## src/rtl/imm_gen_pipe.sv

```systemverilog
// LEGv8 immediate generator with a DEPTH-entry result FIFO between fetch and decode/execute.
// Decodes the instruction format on push and queues {imm, fmt, illegal} for in-order delivery.
module imm_gen_pipe #(
  parameter int DATA_W  = 64,
  parameter int DEPTH   = 2,
  parameter int BR_SHL2 = 1,
  parameter int I_ZEXT  = 0
) (
  input  logic                         clk,
  input  logic                         reset,
  input  logic                         in_valid,
  output logic                         in_ready,
  input  logic [31:0]                  instr,
  output logic                         out_valid,
  input  logic                         out_ready,
  output logic [DATA_W-1:0]            out_imm,
  output logic [2:0]                   out_fmt,
  output logic                         out_illegal,
  output logic [$clog2(DEPTH+1)-1:0]   count
);

  localparam int PTR_W = $clog2(DEPTH);
  localparam int CNT_W = $clog2(DEPTH + 1);
  localparam int BR_SH = (BR_SHL2 != 0) ? 2 : 0;

  typedef enum logic [2:0] {
    FMT_NONE = 3'd0,
    FMT_R    = 3'd1,
    FMT_D    = 3'd2,
    FMT_CB   = 3'd3,
    FMT_B    = 3'd4,
    FMT_I    = 3'd5,
    FMT_IW   = 3'd6
  } fmt_e;

  typedef struct packed {
    logic [DATA_W-1:0] imm;
    fmt_e              fmt;
    logic              illegal;
  } entry_t;

  entry_t            w_dec;
  entry_t            w_head;
  entry_t            r_mem [DEPTH];
  logic [PTR_W-1:0]  r_wr_ptr;
  logic [PTR_W-1:0]  r_rd_ptr;
  logic [CNT_W-1:0]  r_count;
  logic              w_push;
  logic              w_pop;

  // Every immediate is formed as a 64-bit value and then truncated to DATA_W,
  // so MOVZ halfwords placed above DATA_W simply vanish.
  always_comb begin
    // NOTE: always_comb assigns every output a default first, so no path leaves a latch.
    w_dec.imm     = '0;
    w_dec.fmt     = FMT_NONE;
    w_dec.illegal = 1'b0;
    if (instr[31:21] == 11'b11010011011 || instr[31:21] == 11'b11010011010) begin
      w_dec.fmt = FMT_R;
      w_dec.imm = DATA_W'({58'd0, instr[15:10]});
    end else if (instr[31:21] == 11'b11111000010 || instr[31:21] == 11'b11111000000) begin
      w_dec.fmt = FMT_D;
      w_dec.imm = DATA_W'({{55{instr[20]}}, instr[20:12]});
    end else if (instr[31:24] == 8'b10110100 || instr[31:24] == 8'b01010100) begin
      w_dec.fmt = FMT_CB;
      w_dec.imm = DATA_W'({{45{instr[23]}}, instr[23:5]} << BR_SH);
    end else if (instr[31:26] == 6'b000101) begin
      w_dec.fmt = FMT_B;
      w_dec.imm = DATA_W'({{38{instr[25]}}, instr[25:0]} << BR_SH);
    end else if (instr[31:22] == 10'b1001000100 || instr[31:22] == 10'b1101000100) begin
      w_dec.fmt = FMT_I;
      if (I_ZEXT != 0) w_dec.imm = DATA_W'({52'd0, instr[21:10]});
      else             w_dec.imm = DATA_W'({{52{instr[21]}}, instr[21:10]});
    end else if (instr[31:23] == 9'b110100101) begin
      w_dec.fmt = FMT_IW;
      w_dec.imm = DATA_W'({48'd0, instr[20:5]} << {instr[22:21], 4'b0000});
    end else begin
      w_dec.illegal = 1'b1;
    end
  end

  // Ready depends only on occupancy so the producer never sees a path from out_ready.
  assign in_ready  = (r_count != CNT_W'(DEPTH));
  assign out_valid = (r_count != '0);
  assign w_push    = in_valid & in_ready & ~reset;
  assign w_pop     = out_valid & out_ready & ~reset;
  assign count     = r_count;

  // NOTE: the storage array has no reset; pointers and count define validity, so stale
  // contents are never observable and the array can map to plain flops or RAM.
  always_ff @(posedge clk) begin
    if (w_push) r_mem[r_wr_ptr] <= w_dec;
  end

  always_ff @(posedge clk) begin
    // NOTE: sequential state uses non-blocking assignments so all registers update together.
    if (reset) begin
      r_wr_ptr <= '0;
      r_rd_ptr <= '0;
      r_count  <= '0;
    end else begin
      if (w_push) r_wr_ptr <= r_wr_ptr + PTR_W'(1);
      if (w_pop)  r_rd_ptr <= r_rd_ptr + PTR_W'(1);
      case ({w_push, w_pop})
        2'b10:   r_count <= r_count + CNT_W'(1);
        2'b01:   r_count <= r_count - CNT_W'(1);
        default: r_count <= r_count;
      endcase
    end
  end

  // Head fields are masked to zero when empty instead of showing a stale entry.
  assign w_head      = r_mem[r_rd_ptr];
  assign out_imm     = out_valid ? w_head.imm : '0;
  assign out_fmt     = out_valid ? w_head.fmt : FMT_NONE;
  assign out_illegal = out_valid & w_head.illegal;

endmodule

```

## config.mk

```make
export PLATFORM = sky130hd
export DESIGN_NAME = imm_gen_pipe
export DESIGN_NICKNAME = d
export VERILOG_FILES = /design/src/rtl/imm_gen_pipe.sv
export SDC_FILE = /design/constraint.sdc
export NUM_CORES = 1
export LEC_CHECK = 0
export CAP_MARGIN = 5
export CORE_UTILIZATION = 49
export CTS_BUF_LIST = sky130_fd_sc_hd__clkbuf_16
export DETAILED_ROUTE_END_ITERATION = 10
export GPL_ROUTABILITY_DRIVEN = 0
export GPL_TIMING_DRIVEN = 0
export HOLD_SLACK_MARGIN = 0.02
export PLACE_DENSITY = 0.77
export SYNTH_ARGS = -nofsm -noshare
export SYNTH_HDL_FRONTEND = slang
export SYNTH_SLANG_ARGS = --single-unit
```

## constraint.sdc

```tcl
create_clock -name clk -period 4.13 [get_ports clk]
set_input_delay 0.6195 -clock clk [delete_from_list [all_inputs] [get_ports clk]]
set_output_delay 0.6195 -clock clk [all_outputs]
set_load 0.02 [all_outputs]
```

* Word level (Yosys, flattened, before mapping)
Memory sizes are Yosys's and may differ from the RTL's. A register that Yosys moved wholly into a read port is not among the register bits.
Index checks and enable logic that the tools add are counted.
** Storage, ports and cells
- Input port bits :: 36
- Bits in writable memories :: 136
- Latch bits :: 0
- Logic and storage cells :: 53
- ROM bits :: 0
- Memories :: 1
- Register bits :: 4
** Memories
- r_mem :: depth 2, bits a word 68, read ports 1, clocked after Yosys merged registers in 1, wr ports 1, RTL line 44 : entry_t r_mem [DEPTH];
** Cells by class
- Bitwise gates (word level) :: 6
- Multipliers :: 0
- $lt $le $gt $ge :: 0
- Divide/modulo/power cells :: 0
- Mux-type cells :: 19
- Reduce and logical (&&, ||, !) cells :: 6
- Add/sub/neg operators :: 4
- Equality and inequality tests :: 13
- Shifts and indexed selects :: 1
** Operators by type and width (count)
- two-way mux 67 bit :: 6
- two-way mux 64 bit :: 1
- << shifter 16 x 6 -> 64 bit :: 1
- equality test 11 bit (second input constant) :: 4
- equality test 10 bit (second input constant) :: 2
- two-way mux 1 bit :: 10
- equality test 9 bit (second input constant) :: 1
- equality test 8 x 7 -> 1 bit (second input constant) :: 1
- equality test 8 bit (second input constant) :: 1
- equality test 6 x 3 -> 1 bit (second input constant) :: 1
- bitwise AND 1 bit :: 5
- logical OR 1 bit :: 4
- case mux 2 bit (2 select lines) :: 1
- nonzero test 2 bit :: 2
- two-way mux 3 bit :: 1
- adder 1 bit (second input constant) :: 2
- adder 2 x 1 -> 2 bit (second input constant) :: 1
- equality test 2 x 1 -> 1 bit (second input constant) :: 1
- equality test 2 bit (second input constant) :: 1
- inequality test 2 bit (second input constant) :: 1
- subtractor 2 x 1 -> 2 bit (second input constant) :: 1
- NOT 1 bit :: 1

* Logic depth before layout (Yosys ltp)
- Word-level depth :: 7
- Depth in mapped cells :: 8
- Depth with buffers taken out :: 8

* Worst setup path after synthesis
Ideal clock, no wire load.
- Path kind :: reg-to-reg
- Start point :: register r_count[0], in the netlist count[0]
- End point :: memory r_mem[0][0] (netlist bit), enable pin
- Setup time :: 0.495 ns
- Arrival :: 3.845 ns
- Stages on the path, launching flop included :: 4
- Path slack :: -0.210 ns
- Buffers on the path :: 0
- Path through :: dfxtp_1 > nand2b_1 > nand3b_1 > nor2_1
** Between the ends
- Word-level cells in the longest chain between the ends :: 5
** RTL lines
- start, declared :: RTL line 47 : logic [CNT_W-1:0] r_count;
- start signal, assigned :: RTL line 105 : 2'b10: r_count <= r_count + CNT_W'(1);
- start signal, assigned :: RTL line 106 : 2'b01: r_count <= r_count - CNT_W'(1);
- start signal, assigned :: RTL line 107 : default: r_count <= r_count;
- inequality test 2 bit :: RTL line 83 : assign in_ready = (r_count != CNT_W'(DEPTH));
- via in_ready :: RTL line 12 : output logic in_ready,
- bitwise AND 1 bit (2 in a row) :: RTL line 85 : assign w_push = in_valid & in_ready & ~reset;
- two-way mux 1 bit :: RTL line 92 : if (w_push) r_mem[r_wr_ptr] <= w_dec;
- two-way mux 1 bit (implied by the code) :: RTL line 92
- end, declared :: RTL line 44
The timed path passes the listed nets, and every way through them passes these cells.

==> impl_results.md <==
- Status: complete, no violations
- Post-CTS Setup Bufs: 0
- Post-synth EDFFs: between 100 and 150
- #FFs+latches synth: 141
- Fin. Hold Viols: 0
- R2R Path End: r_mem[1][62]$_DFFE_PP_
- Met3 wire length: 1680 um
- Avg Inst Size Synth: around 12 um^2
- Post-Synthesis Cell Area: 6750 um^2
- Type of the worst setup path: reg -> out
- Die width: 119 um
- FILL cells: 1,009
- Met2 WL post-DR: about 8100 um
- R2R depth: 5
- Total power draw: 3.75 mW
- Pleak: 2.93 nW
- Residual DRC count: 0
- Worst hold slack: about 520 ps
- Period utilization: 93.6%
- Mapped Nets: 607
- Final nets: 727
- Syn Inst Count: 570
- Top layer in use: met4
- Dominant synthesized flop cell: edfxtp_1
- Final setup viols: 0
- Diode count: 0
- Largest net degree at the start of global routing: 33
- CTS Hold Bufs: 0
- Unrepaired setup endpoints after global routing: false
- PD cells: ~440 nW/um^2
- DP Wirelength: 11,700 um
- Synth top area share: 60.5%
- DR vias: approximately 5,200
- DRT Wirelength: approximately 17,000 um
- Routed vias/inst: 5.94
- Fmax: 259 MHz
- Share of cells above drive strength 1: under 10%
- First-pass GRT wire length: 26,600 um
- CTS root buf: clkbuf_16
- Critical path launch point type: flip-flop
- Avg WL per Cell: 19.7 um
- Num CTS Buffers: 17
- Rel. slew slack: a little under two fifths
- WP data arrival: 3250 ps
- Row count: 42
- Initial drt markers: roughly 730
- Synth top cells by count: edfxtp_1 (136), nor2_1 (99), mux2i_1 (68)
- Area leader, netlist: edfxtp_1
- Maximum clock insertion buffer count: 2
- CTS resizes: 0
- Comb pwr share: 18.3%
- CTS sink cnt: 141
- Vias in the first global route: ~5,000
- Clock skew: between 5 and 6 ps
- Max-cap violations: 0
- Layout area overhead: 27.4%
- Clock share of power: 38.2%
- Worst-path clk slew: 60 ps
- I/O Pins: 108
- Antenna violations before repair: 0
- I/O Buffers: slightly below 100
- Worst Hold Depth: 2
- Final WS setup: between 200 and 300 ps
- All-layer global routing usage: 25.1%
- Post-layout util: between 60% and 70%
- Pre-CTS setup slack: 643 ps
- TritonRoute pass-1 iters: 7
- Worst hold path startpoint: r_rd_ptr$_SDFFE_PP0P_
- Max IR drop VDD: 296 uV
- Initial core utilization: 50.6%
- Slew Limit Fails: 0
- Slew of the pin with the lowest slew margin: between 900 and 1000 ps
- Syn. warnings: 0
- CTS H-Tree Depth: 4
- Die area: about 14,000 um^2
- Detail Route Antenna Nets: 0
- Worst Setup End Kind: output port
- CTS tree: yes
- Fin crit period: approximately 3900 ps
- Worst hold-check path type: reg -> reg
- Synth async-reset ratio: 0%
- Grt total ovfl: 0
- Cell Area, Placed: 8060 um^2
- Seq/Total Area, Yosys: 61.9%
- Final instance area: about 8600 um^2
- R2R setup slack: 2030 ps
- WL met1: 6740 um
- Top-count cell post-synth: edfxtp_1
- Die height: 119 um
- Reg-to-reg startpoint: count[0]$_SDFFE_PP0P_
- CP Data Required Time: 3510 ps
- Worst skew pair latency: 420 ps
- Core area: approximately 13,000 um^2
- P_int: 2.77 mW
- Net Switching: roughly 0.98 mW
- Netlist cell types: 56
- Sw frac: 26.1%
- Seq pwr share: between 40% and 50%
- Worst Path Max Fanout: 10
- Top cells by area, synth: edfxtp_1 (60%), mux2i_1 (10%), nor2_1 (5.5%)
==> how the worst max path moves through the flow <==
| stage | startpoint | endpoint | slack (ps) |
|---|---|---|---|
| finish | flip-flop | out_fmt[0] | 270 |
| floorplan | count[0]$_SDFFE_PP0P_ | r_mem[0][0]$_DFFE_PP_ | -210 |
| global placement | reset | r_mem[0][49]$_DFFE_PP_ | -2070 |
| global route | flip-flop | out_imm[49] | 160 |
| CTS | flip-flop | out_fmt[0] | 250 |
| detailed placement | instr[29] | r_mem[0][30]$_DFFE_PP_ | 640 |
==> critical path, stage by stage, from the launching register on <==
cell and delay (ps):
dfxtp_1 310, clkbuf_1 230, buf_1 610, buf_1 670
mux2i_1 180, nor2_1 190, clkdlybuf4s50_1 640
==> placed cells by master, fill, tap and decap left out, types with 4 or more instances in the layout <==
cell type        count
o21ai_0             10
a21oi_1             58
edfxtp_1           136
and3_1               4
nand3b_1             4
clkbuf_1            29
buf_2                6
nor2_1              97
buf_1                8
clkinv_1             4
and3b_1              4
clkbuf_16           17
nand2_1             47
nand3_1              6
dfxtp_1              5
mux2i_1             68
a221oi_1             4
clkdlybuf4s50_1     97
inv_1                6
a222oi_1             6
a211oi_1             6
==> power by group through the flow <==
stage,logic (mW),registers (mW),clock network [mW]
finish,0.686,1.63,1.43
global route,0.727,1.64,1.51
CTS,0.686,1.63,1.45
detailed placement,0.681,1.66,0
global placement,0.655,1.67,0
floorplan,0.376,1.67,0
==> registers in the layout, indices dropped and copies added, names as in the netlist, named ones only <==
| name | flops |
|---|---|
| count | 2 |
| r_mem | 136 |
| r_rd_ptr | 1 |
| r_wr_ptr | 1 |
==> logic make-up (layout without fill, tap and decap cells) <==
logic type / Yosys count / after routing / share of synthesized area [%]
simple gates: 190 / 190 / 12.8
mux: 68 / 68 / 10.1
xor+xnor: 4 / 4 / 0.519
buf+inv: 54 / 185 / 3.56
flops: 141 / 141 / 61.9
fa+ha+maj: 1 / 1 / 0.185
compound gates: 112 / 112 / 10.9
==> final cells by class <==
type                    count  area, um^2  share of cell area, %
flip-flops and latches    141        4180                   48.6
multi-input cells         375        2340                   27.2
repair buffers            101        1070                   12.4
clock buffers              17         425                   4.94
well taps                 176         220                   2.56
plain buffers              48         218                   2.53
clock inverters            13         125                   1.45
inverters                   6        22.5                  0.262
==> per-stage QoR <==
stage / cells / setup TNS (ps)
after global routing: 877 / 0
after CTS: 877 / 0
after global placement: 843 / -279940
after floorplan: 570 / -28550
final: 877 / 0
after detailed placement: 847 / 0
==> per-layer routing <==
layer / GRT usage (%) / vias up
li1: - / 2347
met1: 32.8 / 2421
met2: 39.8 / 370
met3: 5.36 / 73
met4: 12.3 / 0
met5: 0 / -
Note: power is estimated with default switching activity, not from simulation.
